===== config.mk =====
export PLATFORM = sky130hd
export DESIGN_NAME = day_phase_scheduler
export DESIGN_NICKNAME = d
export VERILOG_FILES = /design/src/rtl/day_phase_scheduler.sv
export SDC_FILE = /design/constraint.sdc
export NUM_CORES = 1
export LEC_CHECK = 0
export CORE_MARGIN = 2
export CORE_UTILIZATION = 49
export CTS_BUF_LIST = sky130_fd_sc_hd__clkbuf_16
export CTS_CLUSTER_DIAMETER = 30
export DETAILED_ROUTE_END_ITERATION = 8
export GPL_TIMING_DRIVEN = 1
export HOLD_SLACK_MARGIN = 0.05
export PLACE_DENSITY_LB_ADDON = 0.05
export SYNTH_ARGS = -nofsm -noshare
export SYNTH_HDL_FRONTEND = slang
export SYNTH_SLANG_ARGS = --single-unit

===== constraint.sdc =====
create_clock -name clk -period 2.7 [get_ports clk]
set_input_delay 0.54 -clock clk [delete_from_list [all_inputs] [get_ports clk]]
set_output_delay 0.54 -clock clk [all_outputs]
set_load 0.01 [all_outputs]

===== src/rtl/day_phase_scheduler.sv =====
// rtl/day_phase_scheduler.sv - day-time four-way signal phase scheduler with demand-scaled greens
module day_phase_scheduler #(
  parameter int MIN_GREEN  = 4,
  parameter int MAX_GREEN  = 20,
  parameter int CLEAR_TIME = 2,
  parameter int SHIFT      = 4
) (
  input  logic       clk,
  input  logic       rst,
  input  logic       enable,
  input  logic [7:0] n1,
  input  logic [7:0] n2,
  input  logic [7:0] e1,
  input  logic [7:0] e2,
  input  logic [7:0] s1,
  input  logic [7:0] s2,
  input  logic [7:0] w1,
  input  logic [7:0] w2,
  output logic [7:0] lightOut,
  output logic [2:0] state,
  output logic [7:0] remaining
);

  localparam logic [2:0] IDLE     = 3'd0;
  localparam logic [2:0] NS_CLEAR = 3'd1;
  localparam logic [2:0] NS_GO    = 3'd2;
  localparam logic [2:0] EW_CLEAR = 3'd3;
  localparam logic [2:0] EW_GO    = 3'd4;

  localparam logic [7:0] CLEAR_LEN = 8'(CLEAR_TIME);
  localparam logic [8:0] MAX_G9    = 9'(MAX_GREEN);
  localparam logic [8:0] MIN_G9    = 9'(MIN_GREEN);

  logic [7:0] d_ns;
  logic [7:0] d_ew;
  logic [7:0] g_ns;
  logic [7:0] g_ew;
  logic [2:0] state_nxt;
  logic [7:0] remaining_nxt;
  logic       phase_end;

  function automatic logic [7:0] max4(input logic [7:0] a, input logic [7:0] b,
                                      input logic [7:0] c, input logic [7:0] d);
    logic [7:0] ab;
    logic [7:0] cd;
    ab = (a > b) ? a : b;
    cd = (c > d) ? c : d;
    return (ab > cd) ? ab : cd;
  endfunction

  // The sum is kept in 9 bits so a large demand cannot wrap below the cap.
  function automatic logic [7:0] green_len(input logic [7:0] dem);
    logic [8:0] sum;
    sum = MIN_G9 + {1'b0, (dem >> SHIFT)};
    if (sum > MAX_G9) begin
      return MAX_G9[7:0];
    end
    return sum[7:0];
  endfunction

  // Per-direction demand and the green length it would earn right now.
  always_comb begin
    d_ns = max4(n1, n2, s1, s2);
    d_ew = max4(e1, e2, w1, w2);
    g_ns = green_len(d_ns);
    g_ew = green_len(d_ew);
  end

  // Next phase; lane counts only matter on the edge that loads a new length.
  always_comb begin
    state_nxt     = state;
    remaining_nxt = remaining;
    // A zero count in a timed phase is unreachable but is treated as expiry.
    phase_end     = (remaining <= 8'd1);
    if (!enable) begin
      state_nxt     = IDLE;
      remaining_nxt = 8'd0;
    end else begin
      case (state)
        IDLE: begin
          state_nxt     = NS_CLEAR;
          remaining_nxt = CLEAR_LEN;
        end
        NS_CLEAR: begin
          if (phase_end) begin
            state_nxt     = NS_GO;
            remaining_nxt = g_ns;
          end else begin
            remaining_nxt = remaining - 8'd1;
          end
        end
        NS_GO: begin
          if (phase_end) begin
            if ((d_ew == 8'd0) && (d_ns != 8'd0)) begin
              remaining_nxt = g_ns;
            end else begin
              state_nxt     = EW_CLEAR;
              remaining_nxt = CLEAR_LEN;
            end
          end else begin
            remaining_nxt = remaining - 8'd1;
          end
        end
        EW_CLEAR: begin
          if (phase_end) begin
            state_nxt     = EW_GO;
            remaining_nxt = g_ew;
          end else begin
            remaining_nxt = remaining - 8'd1;
          end
        end
        EW_GO: begin
          if (phase_end) begin
            if ((d_ns == 8'd0) && (d_ew != 8'd0)) begin
              remaining_nxt = g_ew;
            end else begin
              state_nxt     = NS_CLEAR;
              remaining_nxt = CLEAR_LEN;
            end
          end else begin
            remaining_nxt = remaining - 8'd1;
          end
        end
        default: begin
          state_nxt     = IDLE;
          remaining_nxt = 8'd0;
        end
      endcase
    end
  end

  // Phase register; reset drops everything without waiting for a clock.
  always_ff @(posedge clk or posedge rst) begin
    if (rst) begin
      state     <= IDLE;
      remaining <= 8'd0;
    end else begin
      state     <= state_nxt;
      remaining <= remaining_nxt;
    end
  end

  // Lamp outputs follow the registered phase only.
  always_comb begin
    case (state)
      NS_GO:   lightOut = 8'h33;
      EW_GO:   lightOut = 8'hCC;
      default: lightOut = 8'h00;
    endcase
  end

endmodule


==> results.txt, run 1 <==
outcome: stopped before the end
Failed at: 4_1_cts
Err: [ERROR DPL-0038] Utilization greater than 100%, impossible to legalize
cts bufs inserted: 3
Synth async-reset ratio: 100.0%
Cell Count Post-Placement: 634
Die W: 81.66 microns
CTS Sinks: 11
Rows: 28
synthesis warning total: 0
Synth Area in Compound Gates: 23.24%
H-tree depth: 1
Resized Gates After CTS: 315
setup bufs post-CTS: 49
simple-gate share of the synthesized area: 21.59%
pre-CTS WS: -2829 ps
multiplexer share of the synthesized area: 11.35%
Netlist cell types: 62
XOR/XNOR Fraction of Synth Area: 2.075%
Synth Area per Inst: 7.798 sq um
IO Count: 86
Seq/Total Area, Yosys: 9.314%
Synth top area share: 23.29%
#FFs+latches synth: 11
Initial Util: 50.21%
Die Y: 81.66 microns
cell taking the most area after synthesis: ha_1
number of synthesized flops with an enable pin: 0
Root Buffer: clkbuf_16
ranking of synthesized cells by area: ha_1 23%, dfrtp_1 9.3%, mux2i_1 6.8%, inv_1 6.2%, mux2_2 4.6%
detailed placement HPWL: 8.039 mm
Max clock buf depth: 2
combinational family with the most area after synthesis: adder cells
cts hold-fix bufs: 0
final RePlAce weighted congestion: 0.9149
synthesized area: 2955 sq um
Synth Instances: 379
syn nets: 501
Primary FF master, synth: dfrtp_1
Synth Area in Adders: 23.29%
IO Port Bufs: 85
-- kinds of logic after synthesis --
| kind of cell | after synthesis |
|---|---|
| mux | 32 |
| compound gates | 96 |
| buf+inv | 62 |
| flops | 11 |
| simple gates | 116 |
| xor+xnor | 7 |
| fa+ha+maj | 55 |
-- through the flow --
stage	utilization (%)	hold slack, ps	instance area (sq um)
after detailed placement	83.48	584.2	4913
after global placement	83.48	558.1	4913
after floorplan	-	392.4	3232
-- cell usage after synthesis, types with 3 or more instances --
master,count
a211oi_2,5
a21o_1,4
a21oi_1,24
and2_1,5
and4_1,3
buf_4,6
clkbuf_1,5
dfrtp_1,11
ha_1,55
inv_1,49
mux2_2,12
mux2i_1,20
nand2_1,21
nand2b_1,5
nand3_1,7
nand4_1,11
nor2_1,26
nor2b_1,5
nor4_1,10
o211ai_1,7
o21a_1,4
o21ai_0,16
or2_1,3
xnor2_1,5
==> inputs of run 2 (changes only) <==
==> config.mk (replaced) <==
export PLATFORM = sky130hd
export DESIGN_NAME = day_phase_scheduler
export DESIGN_NICKNAME = d
export VERILOG_FILES = /design/src/rtl/day_phase_scheduler.sv
export SDC_FILE = /design/constraint.sdc
export NUM_CORES = 1
export LEC_CHECK = 0
export CORE_MARGIN = 2
export CORE_UTILIZATION = 40
export DETAILED_ROUTE_END_ITERATION = 8
export GPL_TIMING_DRIVEN = 1
export PLACE_DENSITY_LB_ADDON = 0.15
export SYNTH_ARGS = -nofsm -noshare
export SYNTH_HDL_FRONTEND = slang
export SYNTH_SLANG_ARGS = --single-unit
==> run 2 against run 1 <==
The flow now finishes, with violations (negative setup slack). Synthesized cell count unchanged. Synthesized area unchanged.
==> results.txt, run 2 <==
Hold Fails Final Rpt: 0
nets@finish: 739
cts hold-fix bufs: 0 (unchanged)
Synth Area in Compound Gates: 23.24% (unchanged)
simple-gate share of the synthesized area: 21.59% (unchanged)
number of synthesized flops with an enable pin: 0 (unchanged)
H-tree depth: 1 (unchanged)
Hold Crit Depth: 2
IO Count: 86 (unchanged)
WL per Instance: 17.69 microns
clk_skew: 0.6644 ps
peak supply drop: 0.2994 mV
ant diodes: 0
final design utilization: 84.43%
Synth Area in Adders: 23.29% (unchanged)
reg2reg end: remaining[2]$_DFF_PP0_
Filler cells: 401
CP required: 2820 ps
Leak: 2.727 nW
Pint: 1.757 mW
Max Cap Viol: 0
global-route wire length before repair: 18.55 mm
CP Max Fanout: 5
pre-CTS WS: -2736 ps (was -2829 ps)
Initial Util: 40.96% (was 50.21%)
WP buf/inv: 6
setup slack after layout: -2006 ps
final wirelength: 12.65 mm
RSZ-0062 raised after global routing: yes
Netlist cell types: 62 (unchanged)
Regs by FF count: remaining (8), state (3)
Clk pwr share: 5.4%
Tcrit/Tclk final: 174.3%
Clock Latency Late Sink: 240 ps
Die Area: 8092 sq um
DRC: 0
cell taking the most area after synthesis: ha_1 (unchanged)
Synth Area per Inst: 7.798 sq um (unchanged)
Synth async-reset ratio: 100.0% (unchanged)
vias per inst: 5.517
Die Y: 89.96 microns (was 81.66 microns)
power density over the cells: 515.6 nW/um^2
R2R Setup Slk: 210 ps
Worst path slowest cell: mux2_4
Final Max Slew Viols: 0
initial antenna violation count: 0
Seq/Total Area, Yosys: 9.314% (unchanged)
Final setup viols: 7
detailed placement HPWL: 7.885 mm (was 8.039 mm)
placeable core area: 7214 sq um
syn nets: 501 (unchanged)
Rel. slew slack: 66.21%
Power Total: 3.140 mW
Die W: 89.96 microns (was 81.66 microns)
Clk pin slew, worst setup/hold paths: 50 ps
cell count along the critical path: 25
CTS Sinks: 11 (unchanged)
Worst Reg2Reg Path Length in Cells: 4
Crit Reg-Reg Startpoint: remaining[4]$_DFF_PP0_
logic gate share of total power: 85.5%
GR Overflow Total: 0
top cells by count, synth: 55 x ha_1, 49 x inv_1, 26 x nor2_1 (unchanged)
Area Growth Syn to Fin: 106.1%
Crit. Startpoint: n2[1]
crit start category: input port
number of global-route vias before repair: 4,174
via count: 3,945
Worst Setup End Kind: flop
XOR/XNOR Fraction of Synth Area: 2.075% (unchanged)
slowest stage delay, CP: 320 ps
Worst Setup EP: remaining[2]$_DFF_PP0_
Reg power frac: 9.1%
synthesis warning total: 0 (unchanged)
Most common cell on crit path: ha_4
#FFs+latches synth: 11 (unchanged)
antenna-violating nets left: 0
crit path DAT: 4830 ps
pin count of the biggest net entering global routing: 12
critical path class: input port to flop
Sw Ratio: 44.04%
Largest Register: remaining
Max clock buf depth: 2 (unchanged)
Synth Instances: 379 (unchanged)
most common cell after layout, fill and taps aside: buf_4
IO Port Bufs: 85 (unchanged)
Root Buffer: clkbuf_8 (was clkbuf_16)
Rows: 31 (was 28)
combinational family with the most area after synthesis: adder cells (unchanged)
GR Util All Layers: 27.18%
type of the most critical hold path: flop to flop
CP top delay family: compound AO/OA/AOI/OAI gates
Synth top area share: 23.29% (unchanged)
ranking of synthesized cells by area: ha_1 23%, dfrtp_1 9.3%, mux2i_1 6.8%, inv_1 6.2%, mux2_2 4.6% (unchanged)
most frequent cell after synthesis: ha_1 (unchanged)
Period minus WS final: 4706 ps
Tightest Pin Transition: 500.0 ps
Initial DRC Count: 180
Primary FF master, synth: dfrtp_1 (unchanged)
Switch Pwr: 1.383 mW
cts bufs inserted: 3 (unchanged)
final RePlAce weighted congestion: 0.8851 (was 0.9149)
synthesized area: 2955 sq um (unchanged)
First-pass DRT Iterations: 4
CTS tree: built
most frequent cells in the layout: 149 x buf_4, 41 x ha_4, 26 x buf_2, 25 x inv_2, 23 x nor2_1
achievable clock frequency: 0.2125 GHz
multiplexer share of the synthesized area: 11.35% (unchanged)
outcome: complete, but fails checks (was stopped before the end)
failing checks: negative setup slack
layout cells sized above 1: 63.15%
max FFs per register: 8
## run 2: cell counts after synthesis
Identical to the previous run, type by type.
## run 2: metrics by stage
step | area, sq um | hold WS [ps] | cells | setup TNS, ps
detailed placement | 4981 | 565.1 | 663 | -18450
CTS | 5715 | 587.6 | 698 | -12870
finish | 6091 | 591.7 | 715 | -13390
global route | 6091 | 623.2 | 715 | -14680
floorplan | 3232 | 392.4 | 379 | -12200
global placement | 4981 | 548.5 | 663 | -17610
## run 2: timing repair
action | 4_1_cts | 5_1_grt
cloned | 0 | 0
pin swaps | 80 | 46
setup buffers | 31 | 17
gates resized for setup | 303 | 107
endpoints found under the setup margin | 7 | 7
## run 2: worst min-delay path, cell delays in order, from the launching register on
cell and delay, ps:
dfrtp_1 380, xnor2_1 130, nor2_1 50
## run 2: power groups by stage
| stage | Clock [mW] | Sequential [mW] | Combinational [mW] |
|---|---|---|---|
| after floorplan | 0 | 0.299 | 1.21 |
| final | 0.169 | 0.287 | 2.68 |
| after CTS | 0.170 | 0.285 | 2.34 |
| after global routing | 0.177 | 0.293 | 2.89 |
| after global placement | 0 | 0.285 | 1.97 |
| after detailed placement | 0 | 0.288 | 2.03 |
## run 2: worst min path at each step
| stage | from | endpoint | slack, ps |
|---|---|---|---|
| detailed placement | remaining[5]$_DFF_PP0_ | remaining[5]$_DFF_PP0_ | 570 |
| CTS | remaining[5]$_DFF_PP0_ | remaining[5]$_DFF_PP0_ | 590 |
| floorplan | rst | remaining[0]$_DFF_PP0_ | 390 |
| global route | remaining[5]$_DFF_PP0_ | remaining[5]$_DFF_PP0_ | 620 |
| finish | remaining[5]$_DFF_PP0_ | remaining[5]$_DFF_PP0_ | 590 |
| global placement | remaining[5]$_DFF_PP0_ | remaining[5]$_DFF_PP0_ | 550 |
## run 2: layout make-up
cell class	count	area (sq um)	share of cell area, %
inverters	49	196.4	3.225
well taps	99	123.9	2.034
clock buffers	4	45.04	0.7395
repair buffers	246	1933	31.74
flip-flops and latches	11	275.3	4.519
multi-input cells	306	3517	57.74
## run 2: per-layer routing
metal	up-vias	track usage (%)	routed length, microns
met1	1897	29.05	4764
met5	-	0	0
met2	121	53.98	7087
met3	44	3.185	367
met4	0	10.26	428
li1	1883	-	-
## run 2: logic make-up (layout without fill, tap and decap cells)
| logic type | after synthesis | count (layout) |
|---|---|---|
| simple gates | 116 | 116 |
| flops | 11 | 11 |
| xor+xnor | 7 | 7 |
| buf+inv | 62 | 299 |
| fa+ha+maj | 55 | 55 |
| mux | 32 | 32 |
| compound gates | 96 | 96 |
Power figures use the tool's default switching activity.
==> inputs of run 3 (changes only) <==
--- a/config.mk
+++ b/config.mk
@@ -10,6 +10,7 @@
 export DETAILED_ROUTE_END_ITERATION = 8
 export GPL_TIMING_DRIVEN = 1
 export PLACE_DENSITY_LB_ADDON = 0.15
+export SETUP_SLACK_MARGIN = 0.5
 export SYNTH_ARGS = -nofsm -noshare
 export SYNTH_HDL_FRONTEND = slang
 export SYNTH_SLANG_ARGS = --single-unit
==> run 3 against run 2 <==
The flow still finishes with violations (negative setup slack). Count of clock-buffer cells in the layout is the same. Core utilization grew 0.35 points. Combinational power is 1% higher. Register-to-register slack improved by 270 ps. Clock power barely moved. Hold slack is essentially flat. Critical endpoint unchanged. Largest power group unchanged.
==> results.txt, run 3 (synthesized netlist as in run 2, its figures left out) <==
met1 GRT Util: 29.10% (was 29.05%)
layout cells sized above 1: 63.96% (was 63.15%)
post-route design area: 6116 sq um (was 6091 sq um)
global-route wire length before repair: 18.55 mm (unchanged)
met3 Use GR: 3.185% (unchanged)
achievable clock frequency: 0.2125 GHz (about the same)
cts hold-fix bufs: 0 (unchanged)
H-tree depth: 1 (unchanged)
peak supply drop: 0.3059 mV (was 0.2994 mV)
WL per Instance: 17.78 microns (was 17.69 microns)
Multi-input gate area: 3535 sq um (was 3517 sq um)
Hold Fails Final Rpt: 0 (unchanged)
Initial Util: 40.96% (unchanged)
Regs by FF count: remaining (8), state (3) (unchanged)
Most common cell on crit path: ha_4 (unchanged)
detailed placement HPWL: 7.885 mm (unchanged)
Rows: 31 (unchanged)
GR Overflow Total: 0 (unchanged)
met2 Resource Use GR: 53.91% (was 53.98%)
pre-CTS WS: -2736 ps (unchanged)
Die Area: 8092 sq um (unchanged)
power density over the cells: 521.6 nW/um^2 (was 515.6 nW/um^2)
Leak: 2.788 nW (was 2.727 nW)
outcome: complete, but fails checks (unchanged)
Cell Count Post-Placement: 663 (unchanged)
ant diodes: 0 (unchanged)
CTS tree: built (unchanged)
Tightest Pin Transition: 487.0 ps (was 500.0 ps)
CP top delay family: compound AO/OA/AOI/OAI gates (unchanged)
grt peak-use layer: met2 (unchanged)
RSZ-0062 raised after global routing: yes (unchanged)
Cell Area, Placed: 4981 sq um (unchanged)
Worst Reg2Reg Path Length in Cells: 4 (unchanged)
CP Max Fanout: 5 (unchanged)
critical path class: input port to flop (unchanged)
clk_skew: 3.214 ps (was 0.6644 ps)
Period minus WS final: 4706 ps (about the same)
failing checks: negative setup slack (unchanged)
CTS Sinks: 11 (unchanged)
Largest Register: remaining (unchanged)
Die W: 89.96 microns (unchanged)
DRC: 0 (unchanged)
Max clock buf depth: 2 (unchanged)
Final Max Slew Viols: 0 (unchanged)
reg2reg end: remaining[2]$_DFF_PP0_ (unchanged)
Final setup viols: 7 (unchanged)
Worst path slowest cell: mux2_4 (unchanged)
cts bufs inserted: 3 (unchanged)
IO Port Bufs: 85 (unchanged)
type of the most critical hold path: input port to async pin (was flop to flop)
Power Total: 3.190 mW (was 3.140 mW)
setup slack after layout: -2006 ps (about the same)
Root Buffer: clkbuf_8 (unchanged)
R2R Setup Slk: 480 ps (was 210 ps)
most frequent cells in the layout: 149 x buf_4, 41 x ha_4, 26 x buf_2, 25 x inv_2 (was 149 x buf_4, 41 x ha_4, 26 x buf_2, 25 x inv_2, 23 x nor2_1)
Clock Latency Late Sink: 250 ps (was 240 ps)
crit start category: input port (unchanged)
GR Util All Layers: 27.18% (unchanged)
crit path DAT: 4830 ps (about the same)
IO Count: 86 (unchanged)
vias per inst: 5.617 (was 5.517)
via count: 4,016 (was 3,945)
Worst Setup End Kind: flop (unchanged)
First-pass DRT Iterations: 4 (unchanged)
Initial DRC Count: 149 (was 180)
slowest stage delay, CP: 320 ps (about the same)
nets@finish: 739 (unchanged)
placeable core area: 7214 sq um (unchanged)
initial antenna violation count: 0 (unchanged)
Area Growth Syn to Fin: 106.9% (was 106.1%)
pin count of the biggest net entering global routing: 12 (unchanged)
Clk pin slew, worst setup/hold paths: 50 ps (about the same)
Tcrit/Tclk final: 174.3% (about the same)
Crit Reg-Reg Startpoint: remaining[4]$_DFF_PP0_ (unchanged)
CP required: 2830 ps (was 2820 ps)
final RePlAce weighted congestion: 0.8851 (unchanged)
Rel. slew slack: 67.09% (was 66.21%)
most common cell after layout, fill and taps aside: buf_4 (unchanged)
Max Cap Viol: 0 (unchanged)
Filler cells: 394 (was 401)
final wirelength: 12.71 mm (was 12.65 mm)
WP buf/inv: 6 (unchanged)
antenna-violating nets left: 0 (unchanged)
register area: 276.5 sq um (was 275.3 sq um)
Die Y: 89.96 microns (unchanged)
fin cells: 715 (unchanged)
number of global-route vias before repair: 4,165 (was 4,174)
max FFs per register: 8 (unchanged)
[run 3: worst max-delay path by stage]
stage | startpoint | cells past startpoint | to | slack, ps
floorplan | s1[5] | 22 | remaining[3]$_DFF_PP0_ | -1850
global placement | s2[5] | 24 | remaining[3]$_DFF_PP0_ | -2580
detailed placement | s2[5] | 24 | remaining[3]$_DFF_PP0_ | -2740
CTS | n2[5] | 25 | remaining[3]$_DFF_PP0_ | -1910
global route | s2[7] | 27 | remaining[3]$_DFF_PP0_ | -2150
finish | n2[1] | 25 | remaining[2]$_DFF_PP0_ | -2010
[run 3: timing repair]
item / in CTS / in global routing
pin swaps: 80 / 47
buffers inserted: 31 / 17
setup endpoints to repair: 18 / 17
gates resized for setup: 308 / 113
[run 3: layer usage]
layer | wire length [microns] | up-vias
met5 | 0 | -
met4 | 433 | 0
met3 | 511 | 50
met2 | 6982 | 157
met1 | 4782 | 1927
li1 | - | 1882
[run 3: stage by stage]
step / hold WS, ps / setup TNS (ps) / utilization (%)
3_5_place_dp: 565.1 / -18450 / 69.04
5_1_grt: 630.7 / -14590 / 84.77
3_3_place_gp: 548.5 / -17610 / 69.04
6_report: 591.7 / -13420 / 84.77
4_1_cts: 587.6 / -12870 / 79.31
2_1_floorplan: 392.4 / -12200 / -
[run 3: cell type report]
| type | instances | area share (%) |
|---|---|---|
| multi-input cells | 306 | 57.79 |
| repair buffers | 246 | 31.71 |
| flip-flops and latches | 11 | 4.521 |
| inverters | 49 | 3.212 |
| well taps | 99 | 2.025 |
| clock buffers | 4 | 0.7365 |
[run 3: power by group]
group          switching [mW]  internal, mW
Combinational            1.27          1.45
Sequential             0.0755         0.221
Clock                  0.0669         0.104
Total                    1.41          1.78
==> inputs of run 4 (changes only) <==
--- a/config.mk
+++ b/config.mk
@@ -5,8 +5,10 @@
 export SDC_FILE = /design/constraint.sdc
 export NUM_CORES = 1
 export LEC_CHECK = 0
+export CAP_MARGIN = 15
+export CORE_ASPECT_RATIO = 1.2
 export CORE_MARGIN = 2
-export CORE_UTILIZATION = 40
+export CORE_UTILIZATION = 49
 export DETAILED_ROUTE_END_ITERATION = 8
 export GPL_TIMING_DRIVEN = 1
 export PLACE_DENSITY_LB_ADDON = 0.15
==> run 4 against run 3 <==
The flow now stops in 4_1_cts. Synthesized area did not move. Synthesized cell count did not move.
==> results.txt, run 4 <==
number of synthesized flops with an enable pin: 0 (unchanged)
most frequent cell after synthesis: ha_1 (unchanged)
IO Port Bufs: 85 (unchanged)
ranking of synthesized cells by area: ha_1 23%, dfrtp_1 9.3%, mux2i_1 6.8%, inv_1 6.2%, mux2_2 4.6% (unchanged)
Max clock buf depth: 2 (unchanged)
Resized Gates After CTS: 265 (was 308)
outcome: stopped before the end (was complete, but fails checks)
syn nets: 501 (unchanged)
synthesis warning total: 0 (unchanged)
Die Y: 89.08 microns (was 89.96 microns)
Synth async-reset ratio: 100.0% (unchanged)
Die W: 74.90 microns (was 89.96 microns)
final RePlAce weighted congestion: 0.9221 (was 0.8851)
Err: [ERROR DPL-0033] detailed placement checks failed during check placement.
#FFs+latches synth: 11 (unchanged)
Rows: 31 (unchanged)
Seq/Total Area, Yosys: 9.314% (unchanged)
Primary FF master, synth: dfrtp_1 (unchanged)
cell taking the most area after synthesis: ha_1 (unchanged)
Synth Area per Inst: 7.798 sq um (unchanged)
detailed placement HPWL: 8.024 mm (was 7.885 mm)
Initial Util: 49.80% (was 40.96%)
Synth top area share: 23.29% (unchanged)
CTS Sinks: 11 (unchanged)
cts hold-fix bufs: 0 (unchanged)
synthesized area: 2955 sq um (unchanged)
Netlist cell types: 62 (unchanged)
cts bufs inserted: 3 (unchanged)
Root Buffer: clkbuf_8 (unchanged)
Failed at: 4_1_cts
H-tree depth: 1 (unchanged)
top cells by count, synth: 55 x ha_1, 49 x inv_1, 26 x nor2_1 (unchanged)
Synth Instances: 379 (unchanged)
IO Count: 86 (unchanged)
setup bufs post-CTS: 44 (was 31)
[run 4: cell counts after synthesis]
Identical to the previous run, type by type.
[run 4: cells by family after synthesis]
kind of cell	synth area share [%]
xor+xnor	2.075
buf+inv	9.145
simple gates	21.59
fa+ha+maj	23.29
mux	11.35
flops	9.314
compound gates	23.24
[run 4: through the flow]
| step | setup slack, ps | setup TNS, ps | cell area [sq um] | cells | hold slack [ps] |
|---|---|---|---|---|---|
| 3_5_place_dp | -2743 | -18910 | 4945 | 644 | 571.8 |
| 3_3_place_gp | -2626 | -17970 | 4945 | 644 | 546.3 |
| 2_1_floorplan | -1854 | -12200 | 3232 | 379 | 392.4 |
